--- src/rtl/dm_arb_pkg.sv ---
// dm_arb_pkg: dm op codes, arbiter states and op legality helpers shared with the pipeline
package dm_arb_pkg;
    localparam logic [2:0] DM_OP_WD = 3'd0;
    localparam logic [2:0] DM_OP_BS = 3'd1;
    localparam logic [2:0] DM_OP_BZ = 3'd2;
    localparam logic [2:0] DM_OP_HS = 3'd3;
    localparam logic [2:0] DM_OP_HZ = 3'd4;
    localparam logic [2:0] DM_OP_SB = 3'd5;
    localparam logic [2:0] DM_OP_SH = 3'd6;

    typedef enum logic [1:0] {IDLE, ACCESS, ACK} state_t;

    function automatic logic is_store_op(input logic [2:0] op);
        return op inside {DM_OP_WD, DM_OP_SB, DM_OP_SH};
    endfunction

    function automatic logic is_load_op(input logic [2:0] op);
        return op inside {DM_OP_WD, DM_OP_BS, DM_OP_BZ, DM_OP_HS, DM_OP_HZ};
    endfunction

    function automatic logic op_align_ok(input logic [2:0] op, input logic [1:0] a);
        return (op == DM_OP_WD) ? (a == 2'b00) :
               (op inside {DM_OP_HS, DM_OP_HZ, DM_OP_SH}) ? !a[0] : 1'b1;
    endfunction
endpackage

--- src/rtl/dm_arb_rr_arb2.sv ---
// rr_arb2: combinational two-way round-robin pick; the requester other than last wins a tie
module rr_arb2 (
    input  logic [1:0] req,
    input  logic       last,
    output logic       gnt_valid,
    output logic       gnt_idx
);
    assign gnt_valid = |req;
    assign gnt_idx   = (&req) ? ~last : req[1];
endmodule

--- src/rtl/dm_arb.sv ---
// dm_arb: shares the dm port between m0 (CPU) and m1 (debug/DMA), one checked access per 3 cycles
module dm_arb
    import dm_arb_pkg::*;
#(
    parameter int AW = 32,
    parameter int DW = 32
) (
    input  logic          clk,
    input  logic          rst_n,
    input  logic          m0_req,
    input  logic          m0_we,
    input  logic [AW-1:0] m0_addr,
    input  logic [DW-1:0] m0_wdata,
    input  logic [2:0]    m0_op,
    output logic          m0_ack,
    output logic          m0_err,
    output logic [DW-1:0] m0_rdata,
    input  logic          m1_req,
    input  logic          m1_we,
    input  logic [AW-1:0] m1_addr,
    input  logic [DW-1:0] m1_wdata,
    input  logic [2:0]    m1_op,
    output logic          m1_ack,
    output logic          m1_err,
    output logic [DW-1:0] m1_rdata,
    output logic          dm_w,
    output logic          dm_r,
    output logic [AW-1:0] dm_addr,
    output logic [DW-1:0] dm_wdata,
    output logic [2:0]    dm_op,
    input  logic [DW-1:0] dm_rdata
);
    state_t        state, state_n;
    logic          last, g, gv, gi, err_q, legal, sel_we;
    logic [AW-1:0] sel_addr;
    logic [DW-1:0] sel_wdata;
    logic [2:0]    sel_op;

    rr_arb2 u_rr (
        .req       ({m1_req, m0_req}),
        .last      (last),
        .gnt_valid (gv),
        .gnt_idx   (gi)
    );

    always_comb begin
        sel_we    = gi ? m1_we : m0_we;
        sel_addr  = gi ? m1_addr : m0_addr;
        sel_wdata = gi ? m1_wdata : m0_wdata;
        sel_op    = gi ? m1_op : m0_op;
        legal     = (sel_we ? is_store_op(sel_op) : is_load_op(sel_op)) && op_align_ok(sel_op, sel_addr[1:0]);
        state_n   = (state == IDLE) ? (gv ? ACCESS : IDLE) : (state == ACCESS) ? ACK : IDLE;
    end

    always_ff @(posedge clk or negedge rst_n) begin
        if (!rst_n)
            state <= IDLE;
        else
            state <= state_n;
    end

    // strobes and acks are set on the edge entering ACCESS/ACK so they are clean registered pulses
    always_ff @(posedge clk or negedge rst_n) begin
        if (!rst_n) begin
            last     <= 1'b1;
            g        <= 1'b0;
            err_q    <= 1'b0;
            dm_w     <= 1'b0;
            dm_r     <= 1'b0;
            dm_addr  <= '0;
            dm_wdata <= '0;
            dm_op    <= '0;
            m0_ack   <= 1'b0;
            m1_ack   <= 1'b0;
            m0_err   <= 1'b0;
            m1_err   <= 1'b0;
            m0_rdata <= '0;
            m1_rdata <= '0;
        end else begin
            dm_w   <= 1'b0;
            dm_r   <= 1'b0;
            m0_ack <= 1'b0;
            m1_ack <= 1'b0;
            m0_err <= 1'b0;
            m1_err <= 1'b0;
            if (state == IDLE && gv) begin
                g        <= gi;
                last     <= gi;
                err_q    <= !legal;
                dm_w     <= sel_we && legal;
                dm_r     <= !sel_we && legal;
                dm_addr  <= sel_addr;
                dm_wdata <= sel_wdata;
                dm_op    <= sel_op;
            end
            if (state == ACCESS) begin
                m0_ack <= !g;
                m1_ack <= g;
                m0_err <= !g && err_q;
                m1_err <= g && err_q;
                if (dm_r && !g)
                    m0_rdata <= dm_rdata;
                if (dm_r && g)
                    m1_rdata <= dm_rdata;
            end
        end
    end
endmodule

--- config.mk ---
export PLATFORM = sky130hd
export DESIGN_NAME = dm_arb
export DESIGN_NICKNAME = d
export VERILOG_FILES = /design/src/rtl/dm_arb_pkg.sv /design/src/rtl/dm_arb_rr_arb2.sv /design/src/rtl/dm_arb.sv
export SDC_FILE = /design/constraint.sdc
export NUM_CORES = 1
export LEC_CHECK = 0
export ABC_AREA = 0
export CORE_MARGIN = 2
export CORE_UTILIZATION = 40
export CTS_CLUSTER_SIZE = 25
export DETAILED_ROUTE_END_ITERATION = 10
export PLACE_DENSITY_LB_ADDON = 0.05
export SLEW_MARGIN = 15
export SYNTH_ARGS = -nofsm -noshare
export SYNTH_HDL_FRONTEND = slang
export SYNTH_HIERARCHICAL = 1
export SYNTH_SLANG_ARGS = --single-unit
--- constraint.sdc ---
create_clock -name clk -period 1.9 [get_ports clk]
set_input_delay 0.38 -clock clk [delete_from_list [all_inputs] [get_ports clk]]
set_output_delay 0.38 -clock clk [all_outputs]
set_load 0.005 [all_outputs]
# Yosys cells after proc, flatten, opt, wreduce, memory -nomap -nowiden
# Cells that the tools add are included.
# Widths: inputs -> output; s select.
[op_classes] muxes=17 n_eq_ne=7 reduce_logical=22 bitwise_logic=1
[ops] operator="$mux 32" count=2
[ops] operator="$mux 1" count=12
[ops] operator="$eq 3x3->1 const B" count=3
[ops] operator="$logic_and 1x1->1" count=8
[ops] operator="$eq 3x2->1 const B" count=2
[ops] operator="$reduce_and 2->1" count=3
[ops] operator="$reduce_bool 3->1" count=2
[ops] operator="$reduce_bool 5->1" count=1
[ops] operator="$logic_not 1->1" count=4
[ops] operator="$logic_not 2->1" count=2
[ops] operator="$mux 2" count=2
[ops] operator="$eq 3x1->1 const B" count=1
[ops] operator="$logic_not 3->1" count=1
[ops] operator="$mux 3" count=1
[ops] operator="$eq 2x1->1 const B" count=1
[ops] operator="$reduce_or 2->1" count=1
[ops] operator="$not 1->1" count=1
[word_totals] elab_cells=62 input_bits=172 output_inout_bits=137 regBits=142

# Longest topological paths before layout
# Gate-level depths: netlist of the first run.
[logic_depth] ltp_word=10 ltp_mapped=7 ltp_nobuf=5

# Cells and area by module
# The synthesis of the first run kept the hierarchy.
[by_module_without_submodules] mod="dm_arb" n_inst=1 seq_area_each_um2=3554.7 cells_each=466 area_each_um2=5896.9
[by_module_without_submodules] mod="rr_arb2" n_inst=1 seq_area_each_um2=0.0 cells_each=2 area_each_um2=13.8

# Worst setup path after synthesis of the first run
# Ideal clock, no wire load.
[synth_timing] path_type="input to register" from="in m1_req" to="reg err_q" cell_stages=6 required_ns=1.776 n_path_buf=1 setup_slack_ns=0.112 setup_time_ns=0.124 arrival_ns=1.664 cell_sequence="a21boi_1 -> buf_6 -> mux2_2 -> xnor2_1 -> o21a_1 -> o31a_1"
[synth_between] elab_chain_len=9 word_cells_on_any_way=24 cone_classes="eq/ne: 6; mux: 7; reduce/logical: 11"
[synth_rtl] element="from (decl)" line_no="dm_arb.sv:18" source="input logic m1_req,"
[synth_rtl] element="$reduce_and 2->1" line_no="dm_arb_rr_arb2.sv:9" source="assign gnt_idx = (&req) ? ~last : req[1];"
[synth_rtl] element="$mux 1" line_no="dm_arb_rr_arb2.sv:9"
[synth_rtl] element="$mux 3" line_no="dm_arb.sv:50" source="sel_op = gi ? m1_op : m0_op;"
[synth_rtl] element="$eq 3x2->1 (tied with other cells)" line_no="dm_arb_pkg.sv:18, dm_arb_pkg.sv:23"
[synth_rtl] element="$reduce_bool 3->1" line_no="dm_arb_pkg.sv:23" source="(op inside {DM_OP_HS, DM_OP_HZ, DM_OP_SH}) ? !a[0] : 1'b1;"
[synth_rtl] element="$mux 1" line_no="dm_arb_pkg.sv:23"
[synth_rtl] element="$mux 1" line_no="dm_arb_pkg.sv:22" source="return (op == DM_OP_WD) ? (a == 2'b00) :"
[synth_rtl] element="$logic_and 1x1->1" line_no="dm_arb.sv:51" source="legal = (sel_we ? is_store_op(sel_op) : is_load_op(sel_op)) && op_align_ok(sel_op, sel_addr[1:0]);"
[synth_rtl] element="$logic_not 1->1" line_no="dm_arb.sv:89" source="err_q <= !legal;"
[synth_rtl] element="to (signal assigned)" line_no="dm_arb.sv:89"
[synth_rtl] element="to (decl)" line_no="dm_arb.sv:34" source="logic last, g, gv, gi, err_q, legal, sel_we;"
# Several ways; a longest one is shown, not always the timed one.
# A chain may end at the register's enable or synchronous reset.

# Final worst setup path of the first run
[layout_timing] from="reg last" to="reg err_q"
[layout_between] elab_chain_len=9 word_cells_on_any_way=22 cone_classes="eq/ne: 6; mux: 7; bitwise: 1; reduce/logical: 8"
[layout_rtl] element="from (decl)" line_no="dm_arb.sv:34"
[layout_rtl] element="from (signal assigned)" line_no="dm_arb.sv:88" source="last <= gi;"
[layout_rtl] element="$not 1->1 (*)" line_no="dm_arb_rr_arb2.sv:9"
[layout_rtl] element="$mux 1 (*)" line_no="dm_arb_rr_arb2.sv:9"
[layout_rtl] element="named net gi" line_no="dm_arb.sv:34"
[layout_rtl] element="$mux 3" line_no="dm_arb.sv:50"
[layout_rtl] element="$eq 3x2->1 (tied with other cells)" line_no="dm_arb_pkg.sv:18, dm_arb_pkg.sv:23"
[layout_rtl] element="$reduce_bool 3->1" line_no="dm_arb_pkg.sv:23"
[layout_rtl] element="$mux 1" line_no="dm_arb_pkg.sv:23"
[layout_rtl] element="$mux 1" line_no="dm_arb_pkg.sv:22"
[layout_rtl] element="$logic_and 1x1->1 (*)" line_no="dm_arb.sv:51"
[layout_rtl] element="$logic_not 1->1 (*)" line_no="dm_arb.sv:89"
# The timed path passes the listed nets; every way through them passes the cells marked *.

==> report_table.html, run 1 <==
<table>
<tr><th>Metric</th><th>Value</th></tr>
<tr><th colspan="2">STA</th></tr>
<tr><td>Worst slew pin tran</td><td>around 470 ps</td></tr>
<tr><td>Number of pins exceeding their max-slew limit in the final report</td><td>0</td></tr>
<tr><td>Relative slew slack</td><td>about two thirds</td></tr>
<tr><td>Post-route setup slack</td><td>approximately 32 ps</td></tr>
<tr><td>Final worst path period share</td><td>between 90% and 100%</td></tr>
<tr><td>Min Clock Period, post-route</td><td>approximately 1900 ps</td></tr>
<tr><td>Number of setup violations in the final report</td><td>0</td></tr>
<tr><td>Clk_skew</td><td>8.44 ps</td></tr>
<tr><td>Final count of hold timing violations</td><td>0</td></tr>
<tr><td>Fmax achieved</td><td>535 MHz</td></tr>
<tr><th colspan="2">Placement</th></tr>
<tr><td>Worst slack after detailed placement</td><td>-478 ps</td></tr>
<tr><td>Final Wtd Congestion</td><td>approximately 0.8</td></tr>
<tr><td>Number of cells after detailed placement</td><td>between 900 and 1000</td></tr>
<tr><td>HPWL after DPL</td><td>roughly 13000 um</td></tr>
<tr><td>Input/output buffers</td><td>~310</td></tr>
<tr><th colspan="2">Detailed routing</th></tr>
<tr><td>Starting DRC count in detailed routing</td><td>178</td></tr>
<tr><td>Average vias per placed instance</td><td>~4.9</td></tr>
<tr><td>Post-detailed-route DRC marker count</td><td>0</td></tr>
<tr><td>Wirelength per Cell</td><td>about 17 um</td></tr>
<tr><td>Number of iterations in the first detailed-routing pass</td><td>4</td></tr>
<tr><td>Detailed-route via count</td><td>4859</td></tr>
<tr><td>Detailed-route wire length</td><td>17000 um</td></tr>
<tr><td>Remaining number of nets flagged by the antenna check after routing</td><td>0</td></tr>
<tr><th colspan="2">CTS</th></tr>
<tr><td>Root Buffer Master</td><td>clkbuf_16</td></tr>
<tr><td>Deepest clock path buffer count</td><td>2</td></tr>
<tr><td># clock sinks</td><td>~140</td></tr>
<tr><td>Clock latency at the later pin of the worst-skew pair</td><td>~410 ps</td></tr>
<tr><td>Num CTS Buffers</td><td>17</td></tr>
<tr><td>TritonCTS clock tree</td><td>yes</td></tr>
<tr><td>H-tree lvl count</td><td>4</td></tr>
<tr><td>Clock transition at the register clock pins on the worst setup and hold paths after CTS</td><td>about 60 ps</td></tr>
<tr><th colspan="2">Power and ir drop</th></tr>
<tr><td>Peak supply drop</td><td>roughly 0.00075 V</td></tr>
<tr><td>Part of the total power dissipated in sequential elements</td><td>34.8%</td></tr>
<tr><td>Power density relative to cell area</td><td>roughly 1500 nW/um^2</td></tr>
<tr><td>Switching power total</td><td>4230 uW</td></tr>
<tr><td>Clock share of power</td><td>approximately a quarter</td></tr>
<tr><td>Leakage</td><td>roughly 0.0044 uW</td></tr>
<tr><td>Int Power</td><td>10800 uW</td></tr>
<tr><td>Part of the total power dissipated in combinational logic</td><td>41.1%</td></tr>
<tr><td>Sw Share</td><td>~28%</td></tr>
<tr><th colspan="2">Logic synthesis</th></tr>
<tr><td>Asr flop ratio synth</td><td>100%</td></tr>
<tr><td>Post-synthesis area per instance</td><td>12.6 um^2</td></tr>
<tr><td>Number of nets produced by synthesis</td><td>640</td></tr>
<tr><td>Seq cells post-synth</td><td>between 100 and 150</td></tr>
<tr><td>Post-synth EDFFs</td><td>0</td></tr>
<tr><td>Instance count of the mapped netlist</td><td>468</td></tr>
<tr><td>Area contributors post-synth</td><td>dfrtp_1 (60%), mux2_2 (12%), mux2i_1 (11%)</td></tr>
<tr><td>Share of the synthesized area in the top cell type</td><td>between 50% and 60%</td></tr>
<tr><td>Synth Flop Type</td><td>dfrtp_1</td></tr>
<tr><td>Count of distinct cell types in the synthesized netlist</td><td>30</td></tr>
<tr><td>Netlist Area Pre-Place</td><td>5910 um^2</td></tr>
<tr><td>Top cell type by total area after synthesis</td><td>dfrtp_1</td></tr>
<tr><td>Seq/Total Area, Yosys</td><td>60.1%</td></tr>
<tr><td>Synth warnings</td><td>6</td></tr>
<tr><th colspan="2">Critical path</th></tr>
<tr><td>Number of cells traversed by the worst register-to-register path</td><td>6</td></tr>
<tr><td>Critical path required time</td><td>around 2300 ps</td></tr>
<tr><td>Worst r2r dst</td><td>err_q$_DFFE_PN0P_</td></tr>
<tr><td>Critical path data arrival time</td><td>2220 ps</td></tr>
<tr><td>Type of element launching the critical path</td><td>flip-flop</td></tr>
<tr><td>Critical R2R Launch</td><td>last$_DFFE_PN1P_</td></tr>
<tr><td>Worst reg2reg setup slack</td><td>30 ps</td></tr>
<tr><td>Crit path kind</td><td>flip-flop to flip-flop</td></tr>
<tr><td>Worst setup EP type</td><td>flip-flop</td></tr>
<tr><td>Largest fanout of any net on the critical path</td><td>6</td></tr>
<tr><th colspan="2">Global route</th></tr>
<tr><td>Pin count of the biggest net entering global routing</td><td>slightly above 50</td></tr>
<tr><td>Global-route usage over all layers</td><td>between 20% and 30%</td></tr>
<tr><td>Total grt overflow</td><td>0</td></tr>
<tr><td>Via count of the first global-routing pass</td><td>approximately 5200</td></tr>
<tr><td>Number of antenna violations at the first check in global routing</td><td>0</td></tr>
<tr><td>Wire length of the first global-routing pass</td><td>27100 um</td></tr>
<tr><th colspan="2">Die</th></tr>
<tr><td>Floorplan die area</td><td>15800 um^2</td></tr>
<tr><td>Die width</td><td>126 um</td></tr>
<tr><td>Starting density of the core</td><td>roughly two fifths</td></tr>
<tr><td>Core box area</td><td>between 10000 and 15000 um^2</td></tr>
<tr><td>Top-level port count</td><td>just over 300</td></tr>
<tr><td>Vertical extent of the die</td><td>126 um</td></tr>
<tr><td>Site Rows</td><td>44</td></tr>
<tr><th colspan="2">Finish</th></tr>
<tr><td>Area used by multi-input combinational logic</td><td>2250 um^2</td></tr>
<tr><td>Final antenna diode count</td><td>0</td></tr>
<tr><td>Number of non-filler instances in the completed layout</td><td>a little under 1000</td></tr>
<tr><td>Layout cell share with drive strength beyond 1</td><td>between 10% and 20%</td></tr>
<tr><td>Filler cells</td><td>1080</td></tr>
<tr><td>Fin nets</td><td>~970</td></tr>
<tr><td>Syn-to-layout area delta</td><td>70.9%</td></tr>
<tr><td>Leading cell type in the layout, fill and taps excluded</td><td>clkdlybuf4s50_1</td></tr>
<tr><td>Reg area</td><td>between 3000 and 4000 um^2</td></tr>
<tr><td>Commonest cells after routing, fill and taps aside</td><td>clkdlybuf4s50_1 (305), dfrtp_1 (141), nand2_1 (71)</td></tr>
<tr><th colspan="2">Run</th></tr>
<tr><td>Max-capacitance violation count</td><td>0</td></tr>
<tr><th colspan="2">Hold path</th></tr>
<tr><td>Min-delay worst type</td><td>primary input to asynchronous set/reset pin</td></tr>
<tr><th colspan="2">Outcome</th></tr>
<tr><td>Status</td><td>complete, no violations</td></tr>
</table>
repair_timing:
item                       CTS  global route
hold buffers                 1             0
hold endpoints to repair    44             0
setup endpoints to repair    2             3
pin swaps                    0             4
resized for setup            2            11
buffers inserted             0             2
cell usage after synthesis (all sizes together) (2+ instances only):
cell    number
mux2i       68
o21ai       68
mux2        66
and3         3
inv          2
buf         18
dfrtp      141
nor2         2
nand2       72
clkbuf      12
and2         2
worst max-delay path by stage:
stage / start / end / slack, ps / depth (start not counted)
detailed placement: m1_req / dm_wdata[19]$_DFFE_PN0P_ / -480 / 5
finish: last$_DFFE_PN1P_ / err_q$_DFFE_PN0P_ / 30 / 6
global route: last$_DFFE_PN1P_ / err_q$_DFFE_PN0P_ / -30 / 6
CTS: m1_req / err_q$_DFFE_PN0P_ / -7 / 8
floorplan: m1_req / err_q$_DFFE_PN0P_ / 110 / 6
global placement: m1_req / err_q$_DFFE_PN0P_ / -390 / 7
worst max-delay path: stages, from the launching register on:
cell and delay, ps:
dfstp_2 390, a21boi_4 270, buf_6 160, mux2_2 340, o211ai_1 210, o2111a_2 290
o31a_1 140
per-layer routing:
layer / global-route usage, % / wire, um / vias to the layer above
met3: 7.96 / 1470 / 29
met5: 0 / 0 / -
met4: 8.43 / 420 / 0
met1: 24.6 / 6430 / 2343
li1: - / - / 2280
met2: 38.1 / 8720 / 207
power groups by stage:
| stage | Clock (uW) | Combinational [uW] | Sequential (uW) |
|---|---|---|---|
| floorplan | 0 | 2010 | 5330 |
| global placement | 0 | 6110 | 5210 |
| detailed placement | 0 | 6240 | 5280 |
| CTS | 3680 | 6260 | 5250 |
| global route | 3810 | 6720 | 5440 |
| finish | 3620 | 6190 | 5240 |
cell type report:
cell class,count,area share [%]
Clock buffer,21,4.56
Clock inverter,10,1.85
Inverter,2,0.0743
Multi-Input combinational cell,294,22.3
Sequential cell,142,35.2
Tap cell,184,2.28
Timing Repair Buffer,337,33.8
sequential cells by signal, summed over array words and instances, names as in the netlist, 2 cells and up:
name	cells
m0_rdata	32
dm_op	3
state	2
m1_rdata	32
dm_wdata	32
dm_addr	32
cells by family (layout without fill, tap and decap cells):
kind of cell	Yosys count	after routing	synth area share, %
DFF	142	142	60.1
AOI/OAI and AO/OA	74	74	6.63
muxes	134	134	24.3
buffers and inverters	32	370	2.67
xor gates and xnor gates	1	1	0.148
and+or+nand+nor	85	85	6.12
stage by stage:
stage / setup TNS (ps) / hold WS [ps] / instance area (um^2) / power [uW] / util, %
final: 0 / 473 / 10100 / 15000 / 69.8
after global routing: -41.8 / 496 / 10100 / 16000 / 69.8
after CTS: -6.51 / 477 / 10000 / 15200 / 69.3
after detailed placement: -21140 / 352 / 9380 / 11500 / 64.8
after global placement: -18270 / 342 / 9380 / 11300 / 64.8
after floorplan: 0 / 84.4 / 5910 / 7340 / -
Power figures use the tool's default switching activity.
==> run 2: changes to the inputs <==
--- a/config.mk
+++ b/config.mk
@@ -6,10 +6,12 @@
 export NUM_CORES = 1
 export LEC_CHECK = 0
 export ABC_AREA = 0
+export CORE_ASPECT_RATIO = 1.25
 export CORE_MARGIN = 2
 export CORE_UTILIZATION = 40
 export CTS_CLUSTER_SIZE = 25
 export DETAILED_ROUTE_END_ITERATION = 10
+export GPL_TIMING_DRIVEN = 0
 export PLACE_DENSITY_LB_ADDON = 0.05
 export SLEW_MARGIN = 15
 export SYNTH_ARGS = -nofsm -noshare
==> run 2 against run 1 <==
  * Sequential share of layout area grew 0.49 points
  * Critical path depth up 2
  * Clock power is 4% lower
  * Via count is 0.39% lower
  * Register-to-register slack gained 80 ps
  * Power down 1.4%
  * Non-clock buffer count rose by 4
  * Die area about the same
  * Count of clock-buffer cells in the layout decreased by 2
  * Critical path type is now primary input to flip-flop
  * Critical endpoint unchanged
  * Largest power group unchanged
==> report_table.html, run 2 (synthesis gave the netlist of run 1 again) <==
<table>
<tr><th>Metric</th><th>Value</th></tr>
<tr><th colspan="2">Die</th></tr>
<tr><td>Vertical extent of the die</td><td>140 um (was 126 um)</td></tr>
<tr><td>Site Rows</td><td>49 (was 44)</td></tr>
<tr><td>Starting density of the core</td><td>41.0% (was 40.8%)</td></tr>
<tr><td>Top-level port count</td><td>309 (unchanged)</td></tr>
<tr><td>Die width</td><td>113 um (was 126 um)</td></tr>
<tr><td>Core box area</td><td>14400 um^2 (was 14500 um^2)</td></tr>
<tr><td>Floorplan die area</td><td>15800 um^2 (about the same)</td></tr>
<tr><th colspan="2">Critical path</th></tr>
<tr><td>Critical path, cell by cell</td><td>clkdlybuf4s50_1 &gt; a21boi_2 &gt; buf_6 &gt; buf_12 &gt; mux2i_4 &gt; nand3_1 &gt; o2111a_2 &gt; o31a_1 (was a21boi_4 &gt; buf_6 &gt; mux2_2 &gt; o211ai_1 &gt; o2111a_2 &gt; o31a_1)</td></tr>
<tr><td>CP max stage cell</td><td>clkdlybuf4s50_1 (was dfstp_2)</td></tr>
<tr><td>Worst r2r dst</td><td>err_q$_DFFE_PN0P_ (unchanged)</td></tr>
<tr><td>Critical path data arrival time</td><td>2130 ps (was 2220 ps)</td></tr>
<tr><td>Number of cells traversed by the worst register-to-register path</td><td>6 (unchanged)</td></tr>
<tr><td>Largest stage delay, worst path</td><td>460 ps (was 390 ps)</td></tr>
<tr><td>Worst reg2reg setup slack</td><td>110 ps (was 30 ps)</td></tr>
<tr><td>Critical R2R Launch</td><td>last$_DFFE_PN1P_ (unchanged)</td></tr>
<tr><td>Type of element launching the critical path</td><td>primary input (was flip-flop)</td></tr>
<tr><td>Crit path kind</td><td>primary input to flip-flop (was flip-flop to flip-flop)</td></tr>
<tr><td>Critical path required time</td><td>2190 ps (was 2260 ps)</td></tr>
<tr><td>Worst setup path endpoint</td><td>err_q$_DFFE_PN0P_ (unchanged)</td></tr>
<tr><td>Worst setup EP type</td><td>flip-flop (unchanged)</td></tr>
<tr><td>Largest fanout of any net on the critical path</td><td>10 (was 6)</td></tr>
<tr><td>Launching instance or port of the critical path</td><td>m1_req (was last$_DFFE_PN1P_)</td></tr>
<tr><th colspan="2">Detailed routing</th></tr>
<tr><td>Average vias per placed instance</td><td>4.89 (was 4.91)</td></tr>
<tr><td>Number of iterations in the first detailed-routing pass</td><td>4 (unchanged)</td></tr>
<tr><td>Wirelength per Cell</td><td>17.4 um (was 17.2 um)</td></tr>
<tr><td>Detailed-route via count</td><td>4840 (was 4859)</td></tr>
<tr><td>Remaining number of nets flagged by the antenna check after routing</td><td>0 (unchanged)</td></tr>
<tr><td>Starting DRC count in detailed routing</td><td>172 (was 178)</td></tr>
<tr><td>Detailed-route wire length</td><td>17200 um (was 17000 um)</td></tr>
<tr><td>Post-detailed-route DRC marker count</td><td>0 (unchanged)</td></tr>
<tr><th colspan="2">Power and ir drop</th></tr>
<tr><td>Peak supply drop</td><td>0.000695 V (was 0.000753 V)</td></tr>
<tr><td>Power density relative to cell area</td><td>1490 nW/um^2 (about the same)</td></tr>
<tr><td>Total Power Consumption</td><td>14800 uW (was 15000 uW)</td></tr>
<tr><td>Leakage</td><td>0.00432 uW (was 0.00441 uW)</td></tr>
<tr><th colspan="2">CTS</th></tr>
<tr><td>Num CTS Buffers</td><td>17 (unchanged)</td></tr>
<tr><td># clock sinks</td><td>142 (unchanged)</td></tr>
<tr><td>Clock latency at the later pin of the worst-skew pair</td><td>410 ps (about the same)</td></tr>
<tr><td>Clock transition at the register clock pins on the worst setup and hold paths after CTS</td><td>60 ps (about the same)</td></tr>
<tr><td>H-tree lvl count</td><td>4 (unchanged)</td></tr>
<tr><td>Deepest clock path buffer count</td><td>2 (unchanged)</td></tr>
<tr><td>TritonCTS clock tree</td><td>yes (unchanged)</td></tr>
<tr><td>Root Buffer Master</td><td>clkbuf_16 (unchanged)</td></tr>
<tr><th colspan="2">STA</th></tr>
<tr><td>Fmax achieved</td><td>544 MHz (was 535 MHz)</td></tr>
<tr><td>Final worst path period share</td><td>96.8% (was 98.3%)</td></tr>
<tr><td>Number of setup violations in the final report</td><td>0 (unchanged)</td></tr>
<tr><td>Clk_skew</td><td>9.50 ps (was 8.44 ps)</td></tr>
<tr><td>Final count of hold timing violations</td><td>0 (unchanged)</td></tr>
<tr><td>Relative slew slack</td><td>65.0% (was 68.4%)</td></tr>
<tr><td>Number of pins exceeding their max-slew limit in the final report</td><td>0 (unchanged)</td></tr>
<tr><td>Worst slew pin tran</td><td>526 ps (was 474 ps)</td></tr>
<tr><td>Setup repair after global routing missed its margin</td><td>true</td></tr>
<tr><td>Min Clock Period, post-route</td><td>1840 ps (was 1870 ps)</td></tr>
<tr><th colspan="2">Global route</th></tr>
<tr><td>Pin count of the biggest net entering global routing</td><td>94 (was 51)</td></tr>
<tr><td>Global-route usage over all layers</td><td>22.2% (was 21.9%)</td></tr>
<tr><td>Wire length of the first global-routing pass</td><td>27300 um (was 27100 um)</td></tr>
<tr><td>Number of antenna violations at the first check in global routing</td><td>0 (unchanged)</td></tr>
<tr><td>Via count of the first global-routing pass</td><td>5254 (was 5219)</td></tr>
<tr><td>Total grt overflow</td><td>0 (unchanged)</td></tr>
<tr><th colspan="2">Finish</th></tr>
<tr><td>Number of non-filler instances in the completed layout</td><td>989 (was 990)</td></tr>
<tr><td>Filler cells</td><td>1089 (was 1080)</td></tr>
<tr><td>Reg area</td><td>3550 um^2 (unchanged)</td></tr>
<tr><td>Layout cell share with drive strength beyond 1</td><td>15.8% (was 16.5%)</td></tr>
<tr><td>Leading cell type in the layout, fill and taps excluded</td><td>clkdlybuf4s50_1 (unchanged)</td></tr>
<tr><td>Final antenna diode count</td><td>0 (unchanged)</td></tr>
<tr><td>Syn-to-layout area delta</td><td>68.6% (was 70.9%)</td></tr>
<tr><td>Area used by multi-input combinational logic</td><td>2240 um^2 (was 2250 um^2)</td></tr>
<tr><td>Commonest cells after routing, fill and taps aside</td><td>clkdlybuf4s50_1 (307), dfrtp_1 (141), nand2_1 (71) (was clkdlybuf4s50_1 (305), dfrtp_1 (141), nand2_1 (71))</td></tr>
<tr><td>Fin nets</td><td>970 (was 966)</td></tr>
<tr><th colspan="2">Placement</th></tr>
<tr><td>Number of cells after detailed placement</td><td>955 (was 956)</td></tr>
<tr><td>Input/output buffers</td><td>308 (unchanged)</td></tr>
<tr><td>Final Wtd Congestion</td><td>0.760 (was 0.802)</td></tr>
<tr><td>HPWL after DPL</td><td>13500 um (was 13100 um)</td></tr>
<tr><th colspan="2">Outcome</th></tr>
<tr><td>Status</td><td>complete, no violations (unchanged)</td></tr>
<tr><th colspan="2">Hold path</th></tr>
<tr><td>Min-delay worst type</td><td>primary input to asynchronous set/reset pin (unchanged)</td></tr>
<tr><th colspan="2">Run</th></tr>
<tr><td>Max-capacitance violation count</td><td>0 (unchanged)</td></tr>
</table>
==> run 2: changes by cell type in the layout (fill, tap and decap cells not counted), sizes merged, moves of 2 or more <==
cell           change
clkbuf            +10
buf                -8
clkinv             +3
clkdlybuf4s50      +2
dlymetal6s2s       -2
==> run 2: metrics by stage <==
| stage | cell area, um^2 | worst slack, ps | hold slack (ps) | utilization [%] | TNS (ps) |
|---|---|---|---|---|---|
| after global routing | 9960 | -9.41 | 479 | 69.2 | -9.41 |
| after floorplan | 5910 | 112 | 84.4 | - | 0 |
| after global placement | 9220 | -4970 | 449 | 64.0 | -727250 |
| after detailed placement | 9250 | -491 | 308 | 64.2 | -25380 |
| final | 9960 | 60.2 | 458 | 69.2 | 0 |
| after CTS | 9910 | 16.8 | 469 | 68.8 | 0 |
==> run 2: layout make-up <==
type | count | share of cell area [%]
Timing Repair Buffer | 311 | 31.5
Clock buffer | 19 | 4.45
Tap cell | 178 | 2.24
Sequential cell | 142 | 35.7
Clock inverter | 13 | 1.88
Multi-Input combinational cell | 294 | 22.5
Buffer | 30 | 1.70
Inverter | 2 | 0.0753
==> run 2: critical path, delay by kind of cell <==
kind	cells	cell delay, ps
and+or+nand+nor	1	110
AOI/OAI and AO/OA	3	600
muxes	1	230
buffers and inverters	3	800
==> run 2: what timing repair did <==
action	in CTS	in global routing
pin swaps	0	2
hold buffers	1	0
endpoints found under the hold margin	49	0
buffers inserted	1	0
resized for setup	4	14
setup endpoints to repair	5	14
==> run 2: worst min path at each step <==
stage                           startpoint                      end  slack (ps)  cells past startpoint
after floorplan                      rst_n   dm_addr[0]$_DFFE_PN0P_          80                      0
after global placement    last$_DFFE_PN1P_         last$_DFFE_PN1P_         450                      2
after detailed placement             rst_n  m1_rdata[5]$_DFFE_PN0P_         310                      1
after CTS                            rst_n  m1_rdata[5]$_DFFE_PN0P_         470                      2
after global routing                 rst_n  m1_rdata[5]$_DFFE_PN0P_         480                      2
final                                rst_n  m1_rdata[5]$_DFFE_PN0P_         460                      2
==> run 2: power by group <==
| group | switching (uW) | total, uW | internal [uW] | leakage [uW] |
|---|---|---|---|---|
| clock network | 1250 | 3490 | 2240 | 0.000300 |
| logic | 2340 | 6100 | 3760 | 0.00227 |
| registers | 752 | 5240 | 4490 | 0.00175 |
| total | 4340 | 14800 | 10500 | 0.00432 |
==> run 2: per-layer routing <==
layer  track usage (%)  up-vias  part of all wire (%)  routed length, um
met5                 0        -                     0                  0
met4              8.41        0                   2.6                443
met3              8.44       28                   8.9               1520
met2              39.8      201                    54               9280
met1              23.6     2324                    35               5930
li1                  -     2287                     -                  -
